## config.mk

```make
export PLATFORM = sky130hd
export DESIGN_NAME = arc4_init
export DESIGN_NICKNAME = d
export VERILOG_FILES = /design/src/rtl/arc4_init.sv
export SDC_FILE = /design/constraint.sdc
export NUM_CORES = 1
export LEC_CHECK = 0
export CAP_MARGIN = 30
export CORE_MARGIN = 2
export CORE_UTILIZATION = 35
export DETAILED_ROUTE_END_ITERATION = 7
export SLEW_MARGIN = 20
export SYNTH_ARGS = -nofsm -noshare
export SYNTH_HDL_FRONTEND = slang
export SYNTH_SLANG_ARGS = --single-unit
export TNS_END_PERCENT = 20
```

## constraint.sdc

```tcl
create_clock -name clk -period 3.4 [get_ports clk]
set_input_delay 0.34 -clock clk [delete_from_list [all_inputs] [get_ports clk]]
set_output_delay 0.34 -clock clk [all_outputs]
set_load 0.01 [all_outputs]
```

## src/rtl/arc4_init.sv

```systemverilog
// arc4_init: fills the external S memory with the identity permutation
// S[i] = i, one write per clock, on an rdy/en start handshake.
//
// state    | meaning
// ---------+-----------------------------------------------------------
// ST_IDLE  | rdy=1, no writes, addr/wrdata parked at 0, waiting for en
// ST_FILL  | one write per cycle, addr/wrdata = 0..DEPTH-1 ascending
//
// Unused state encodings behave as ST_IDLE and return to it.
module arc4_init #(
    parameter int ADDR_W = 8,
    parameter int DATA_W = 8,
    parameter int DEPTH  = 256
) (
    input  logic              clk,
    input  logic              rst_n,   // active-high synchronous reset
    input  logic              en,
    output logic              rdy,
    output logic [ADDR_W-1:0] addr,
    output logic [DATA_W-1:0] wrdata,
    output logic              wren
);

    localparam logic [1:0] ST_IDLE = 2'd0;
    localparam logic [1:0] ST_FILL = 2'd1;

    // One extra bit so the count can reach DEPTH == 2**ADDR_W without wrapping.
    localparam logic [ADDR_W:0] CNT_END = (ADDR_W + 1)'(DEPTH);
    localparam logic [ADDR_W:0] CNT_ONE = (ADDR_W + 1)'(1);

    logic [1:0]        state;
    logic [ADDR_W:0]   cnt;    // index of the next entry to be written
    logic [DATA_W-1:0] cnt_data;

    // Write data is the address zero-extended or truncated to DATA_W.
    generate
        if (DATA_W > ADDR_W) begin : g_data_ext
            assign cnt_data = {{(DATA_W - ADDR_W){1'b0}}, cnt[ADDR_W-1:0]};
        end else begin : g_data_trunc
            assign cnt_data = cnt[DATA_W-1:0];
        end
    endgenerate

    // Controller and registered S memory write port.
    always_ff @(posedge clk) begin
        if (rst_n) begin
            state  <= ST_IDLE;
            cnt    <= '0;
            rdy    <= 1'b1;
            wren   <= 1'b0;
            addr   <= '0;
            wrdata <= '0;
        end else begin
            case (state)
                ST_FILL: begin
                    if (cnt == CNT_END) begin
                        state  <= ST_IDLE;
                        cnt    <= '0;
                        rdy    <= 1'b1;
                        wren   <= 1'b0;
                        addr   <= '0;
                        wrdata <= '0;
                    end else begin
                        cnt    <= cnt + CNT_ONE;
                        rdy    <= 1'b0;
                        wren   <= 1'b1;
                        addr   <= cnt[ADDR_W-1:0];
                        wrdata <= cnt_data;
                    end
                end
                default: begin
                    // Entry 0 is written on the start edge itself, so the
                    // counter resumes from 1.
                    if (en) begin
                        state  <= ST_FILL;
                        cnt    <= CNT_ONE;
                        rdy    <= 1'b0;
                        wren   <= 1'b1;
                    end else begin
                        state  <= ST_IDLE;
                        cnt    <= '0;
                        rdy    <= 1'b1;
                        wren   <= 1'b0;
                    end
                    addr   <= '0;
                    wrdata <= '0;
                end
            endcase
        end
    end

endmodule

```

Word-level counts from Yosys, hierarchy flattened
Index checks and enable logic that the tools add are counted.
{ "word_totals": {"inputBits": 3, "regBits": 21, "out_inout_bits": 18, "wordCells": 23} }
{ "op_classes": {"addsub": 1, "mux": 12, "n_reduce_logical": 1, "n_eq_ne": 3, "n_bitwise": 1} }
{ "op_table": {"columns": ["operator", "count"], "rows": [
  ["$mux 9", 2],
  ["$add 9x1->9 const B", 1],
  ["$eq 9x9->1 const B", 1],
  ["$mux 1", 8],
  ["$mux 2", 2],
  ["$reduce_or 3->1", 1],
  ["$eq 2x1->1 const B", 1],
  ["$ne 2x2->1 const B", 1],
  ["$not 1->1", 1]
]} }

Longest topological paths before layout
Gate-level depths: netlist (run 1).
{ "depth": {"word_depth": 3, "depth_mapped": 6, "mapped_depth_nobuf": 5} }

Least setup slack after synthesis (run 1)
Ideal clock, no wire load.
{ "synth_path": {"path_kind": "register to register", "startpoint": "register cnt[3]", "endpoint": "register cnt[7]", "t_arrival_ns": 1.216, "setup_time_ns": 0.122, "path_stages_with_launch": 5, "required_ns": 3.278, "setup_slack_ns": 2.062, "n_path_buf": 1, "period_less_slack_ns": 1.338, "cell_sequence": "dfxtp_1 -> or4_4 -> o21ai_2 -> buf_6 -> a21oi_1"} }
{ "synth_between": {"elab_chain_cells": 3, "word_cells_on_any_way": 4, "cone_classes": "add/sub: 1; eq/ne: 1; mux: 2"} }
{ "synth_rtl": {"columns": ["element", "line_no", "source"], "rows": [
  ["start, declared", "32", "logic [ADDR_W:0] cnt;"],
  ["start signal, assigned", "64", "cnt <= cnt + CNT_ONE;"],
  ["$add 9x1->9 / $eq 9x9->1 (equally long branches)", "64, 56", null],
  ["$mux 9 (*)", "56", "if (cnt == CNT_END) begin"],
  ["$mux 9 (*)", "54", "case (state)"]
]} }
Mark *: on every way between the ends. The rest lies on a longest branch, timed or not.
A chain may end at the register's enable or synchronous reset.

Worst setup path in the final report (run 1)
{ "layout_path": {"startpoint": "register cnt[3]", "endpoint": "register cnt[2]"} }
{ "layout_between": {"elab_chain_cells": 3} }
{ "layout_rtl": {"columns": ["element", "line_no"], "rows": [
  ["$eq 9x9->1", "56"],
  ["$mux 9", "56"],
  ["$mux 9", "54"]
]} }
Every way passes these cells.

==> results of run 1 <==
==> registers in the layout, indices dropped and copies added, names as in the netlist <==
name    cells
wren        1
wrdata      8
state       1
rdy         1
cnt         9
==> path summary, 6_finish.rpt <==
path | from | end | slack [ns] | cells past startpoint
max | cnt[3]$_SDFF_PP0_ | cnt[2]$_SDFF_PP0_ | 1.86 | 3
min | state[0]$_SDFFE_PP0P_ | state[0]$_SDFFE_PP0P_ | 0.53 | 2
max reg2reg | cnt[3]$_SDFF_PP0_ | cnt[2]$_SDFF_PP0_ | 1.86 | 3
min reg2reg | state[0]$_SDFFE_PP0P_ | state[0]$_SDFFE_PP0P_ | 0.53 | 2
==> logic make-up (layout without fill, tap and decap cells) <==
kind of cell             after synthesis  count (layout)  synth area share
adder cells (fa/ha/maj)                2               2            0.0313
buffers and inverters                 14              28             0.113
AO/OA/AOI/OAI                         15              15             0.110
AND/OR/NAND/NOR                       28              28             0.213
XOR/XNOR                               3               3            0.0329
flip-flops                            20              20             0.501
==> critical path: stages, from the launching register on <==
cell and delay, ns:
dfxtp_1 0.36, or4_4 0.56, o21ai_2 0.41, nor2_1 0.09
==> synth_stat cells <==
library cell and instances:
a21o_1 1, a21oi_1 7, and2_1 4, buf_4 8
buf_6 1, dfxtp_1 20, ha_1 2, inv_1 5
nand2_1 2, nand2b_1 1, nand3_1 5, nand4_1 1
nand4bb_4 1, nor2_1 8, nor2b_1 1, o211ai_1 1
o21ai_0 4, o21ai_2 2, or3_1 4, or4_4 1
xnor2_1 3
==> per-layer routing <==
layer	track usage	up-vias
li1	-	298
met2	0.190	10
met3	0.0172	2
met4	0.0921	0
met5	0	-
met1	0.161	276
==> power by group <==
group	switching [mW]	leakage [nW]	total, mW	internal, mW
Sequential	0.00376	0.162	0.243	0.239
Clock	0.0659	0.0138	0.107	0.0411
Combinational	0.0122	0.151	0.0239	0.0118
Total	0.0818	0.327	0.374	0.292
==> per-stage QoR <==
step	util	cells	hold slack [ns]	setup slack, ns	power [mW]
6_report	0.450	124	0.525	1.86	0.374
3_3_place_gp	0.440	121	0.502	1.81	0.272
2_1_floorplan	-	82	0.409	2.06	0.262
5_1_grt	0.450	124	0.563	1.75	0.393
4_1_cts	0.450	124	0.527	1.84	0.376
3_5_place_dp	0.440	121	0.512	1.80	0.272
==> final cells by class <==
class / instances / area share
sequential: 20 / 0.406
multi-input combinational: 48 / 0.313
timing repair buffer: 20 / 0.203
tap: 28 / 0.0355
clock buffer: 3 / 0.0228
inverter: 5 / 0.0190
==> results.cfg, run 1 <==
[outcome]
status = completed

[detailed_routing]
wl_met1_um = 641
highest_layer = met4
drt_iter0_drc = 5
routedWlPerCell_um = 11.1
remaining_drc_errors = 0
drt_first_pass_iters = 4
met2_length_um = 671
viasPerCell = 4.73
antenna_left = 0
drt_wl_total_um = 1380
routed-wl-met3_um = 35
vias = 586

[place]
dp_hpwl_um = 1060
post_dp_cell_area_um2 = 963
port_buffers = 20
gp_congestion = 0.708

[worst_setup_path]
crit_fanout = 12
cp.arrival_ns = 1.71
cp-start-kind = flip-flop
crit_type = reg2reg
worst_setup_path_end_kind = flip-flop
cp.required_ns = 3.57

[global_route]
overflow = 0
grt_antenna_before_repair = 0
grt_pass1_wl_um = 2420
grt_max_degree = 13
track_usage = 0.125
grt_pass1_vias = 548

[timing]
clock_skew_ns = 0.00412
fin_crit_sh = 0.454
setup_tns_ns = 0
min_period_ns = 1.54
worstMarginPinSlew_ns = 0.480
rsz0062_at_grt = false
setup_viol = 0
finalHoldViolCount = 0
relSlewSlack = 0.680
max_freq_mhz = 648
final_max_slew_viol_count = 0

[cts]
cts_root_buffer = clkbuf_4
clockBufferDepth = 2
cts_buffers = 3
cts_resized = 0
clock_sinks = 20
cts_tree = yes
h-tree-depth = 1
clk_latency_ns = 0.29
clk_pin_slew_ns = 0.11
cts_hold_buf = 0
cts_setup_buffers = 0

[logic_synthesis]
yosys.area.top_type_share = 0.501
syn_nets = 87
yosysSeqAreaShare = 0.501
yosys.area.top_type = dfxtp_1
syn_area_per_cell_um2 = 9.75
synth_seq_cells = 20
synth_area_leaders = dfxtp_1, buf_4, a21oi_1, nor2_1, nand4bb_4
ys_types = 21
yosys_warnings = 0
syn_area_um2 = 800
syn_inst = 82

[floorplan]
die_area_um2 = 2680
die_y_um = 51.8
io_pins = 21
die_w_um = 51.8
start_util = 0.365
num_rows = 17
fp.coreArea_um2 = 2190

[layout]
stdcell_area_um2 = 986
drive_above_1_share = 0.0729
layout_common_cells = dfxtp_1, clkdlybuf4s50_1, nor2_1
ff_latch_area_um2 = 400
diodes = 0
nFillCells = 223
layout.nets = 103
areaGrowthSynthToFinish_pct = 23.3
multi_input_area_um2 = 309

[power_and_ir_drop]
leakagePower_nw = 0.327
ir_worst_vdd_uv = 168
power_density_nw_per_um2 = 379

[hold_path]
min_path_type = reg2reg

[run]
maxCapViolCount = 0
Power figures use the tool's default switching activity.
==> run 2, diff against run 1 <==
Clock period 3.4 ns to 1.5 ns, I/O delays scaled along.
==> run 2 against run 1 <==
Compared with the run above: register-to-register slack worse by 1.7 ns; via count grew 2.9%; critical path type unchanged; core utilization rose by 1.3 points; largest cell class unchanged; highest routed layer unchanged; largest power group unchanged.
==> results.cfg, run 2 (synthesized netlist as in run 1, its figures left out) <==
[outcome]
status = completed

[worst_setup_path]
timing.reg2reg.setup_slack_ns = 0.12
r2r_end = cnt[6]$_SDFF_PP0_
r2r_cells = 4
cp-start-kind = flip-flop
timing.rr.start = cnt[3]$_SDFF_PP0_
crit_type = reg2reg
crit_fanout = 12
cp.required_ns = 1.68
cp.arrival_ns = 1.56
worst_setup_path_end_kind = flip-flop

[detailed_routing]
remaining_drc_errors = 0
drt_first_pass_iters = 4
routedWlPerCell_um = 9.46
drt_iter0_drc = 9
drt_wl_total_um = 1200
vias = 603
viasPerCell = 4.75
antenna_left = 0

[layout]
areaGrowthSynthToFinish_pct = 26.9
layout_common_cells = dfxtp_1, clkdlybuf4s50_1, nor2_1
diodes = 0
multi_input_area_um2 = 309
drive_above_1_share = 0.101
reg_top3 = cnt: 9 flops, wrdata: 8 flops
ff_latch_area_um2 = 400
layout.nets = 105
largest_register = cnt
nFillCells = 208
largest_register_ffs = 9

[timing]
worstMarginPinSlew_ns = 0.227
finalHoldViolCount = 0
relSlewSlack = 0.849
max_freq_mhz = 726
min_period_ns = 1.38
fin_crit_sh = 0.918
hold_ws_ns = 0.497
final_max_slew_viol_count = 0
rsz0062_at_grt = false
setup_viol = 0
clock_skew_ns = 0.00346
setup_tns_ns = 0

[cts]
cts_root_buffer = clkbuf_4
cts_resized = 0
clockBufferDepth = 2
clk_pin_slew_ns = 0.10
h-tree-depth = 1
clock_sinks = 20
cts_buffers = 3
cts_tree = yes
cts_setup_buffers = 0
clk_latency_ns = 0.29
cts_hold_buf = 0

[power_and_ir_drop]
clkPwrFrac = 0.327
power_density_nw_per_um2 = 888
ir_worst_vdd_uv = 375
power_frac_comb = 0.063
leakagePower_nw = 0.344
power_frac_seq = 0.609
p_switching_mw = 0.182
switching_share = 0.202
p_int_mw = 0.719

[hold_path]
hold_path_depth = 2
whs_endpoint = cnt[0]$_SDFF_PP0_
holdCritStartpoint = rst_n
min_path_type = in2reg

[global_route]
grt_pass1_wl_um = 2110
grt_pass1_vias = 534
track_usage = 0.108
overflow = 0
grt_max_degree = 13
grt_antenna_before_repair = 0

[floorplan]
die_w_um = 51.8
die_y_um = 51.8
io_pins = 21
num_rows = 17
start_util = 0.365
die_area_um2 = 2680
fp.coreArea_um2 = 2190

[run]
maxCapViolCount = 0

[place]
gp_congestion = 0.786
dp_hpwl_um = 947
port_buffers = 20
run 2: cell types whose count changed in the layout (fill, tap and decap cells not counted):
| cell | before | now |
|---|---|---|
| buf_4 | 0 | 2 |
| clkbuf_8 | 0 | 1 |
run 2: cell type report:
type                            count  share of cell area
Timing Repair Buffer               22               0.212
Clock buffer                        4              0.0358
Inverter                            5              0.0185
Sequential cell                    20               0.395
Multi-Input combinational cell     48               0.305
Tap cell                           28              0.0345
run 2: per-layer routing:
metal	wire [um]	track usage	vias to the layer above	part of all wire
met1	525	0.119	275	0.44
met4	31	0.0921	0	0.026
li1	-	-	306	-
met5	0	0	-	0
met3	49	0.0172	4	0.041
met2	596	0.179	18	0.50
run 2: power groups by stage:
stage,Clock [mW],Sequential (mW),Combinational [mW]
global placement,0,0.561,0.0581
global route,0.339,0.551,0.0648
floorplan,0,0.563,0.0314
detailed placement,0,0.561,0.0578
CTS,0.312,0.549,0.0581
finish,0.295,0.549,0.0571
run 2: worst max-delay path: stages, from the launching register on:
cell	delay [ns]
dfxtp_1	0.35
or4_4	0.56
o21ai_2	0.12
buf_4	0.19
a21oi_1	0.05
run 2: metrics by stage:
stage | instances | setup slack (ns) | total power [mW] | util | cell area [um2]
4_1_cts | 127 | 0.112 | 0.919 | 0.463 | 1010
5_1_grt | 127 | 0.0585 | 0.955 | 0.463 | 1010
3_3_place_gp | 123 | 0.144 | 0.619 | 0.447 | 978
2_1_floorplan | 82 | 0.162 | 0.594 | - | 800
3_5_place_dp | 123 | 0.128 | 0.619 | 0.447 | 978
6_report | 127 | 0.123 | 0.901 | 0.463 | 1010
run 2: worst max path at each step:
stage                            from                 to  slack [ns]  cells past startpoint
global route        cnt[3]$_SDFF_PP0_  cnt[6]$_SDFF_PP0_        0.06                      4
CTS                 cnt[3]$_SDFF_PP0_  cnt[4]$_SDFF_PP0_        0.11                      4
floorplan           cnt[3]$_SDFF_PP0_  cnt[7]$_SDFF_PP0_        0.16                      4
global placement    cnt[3]$_SDFF_PP0_  cnt[7]$_SDFF_PP0_        0.14                      4
finish              cnt[3]$_SDFF_PP0_  cnt[6]$_SDFF_PP0_        0.12                      4
detailed placement  cnt[3]$_SDFF_PP0_  cnt[2]$_SDFF_PP0_        0.13                      4
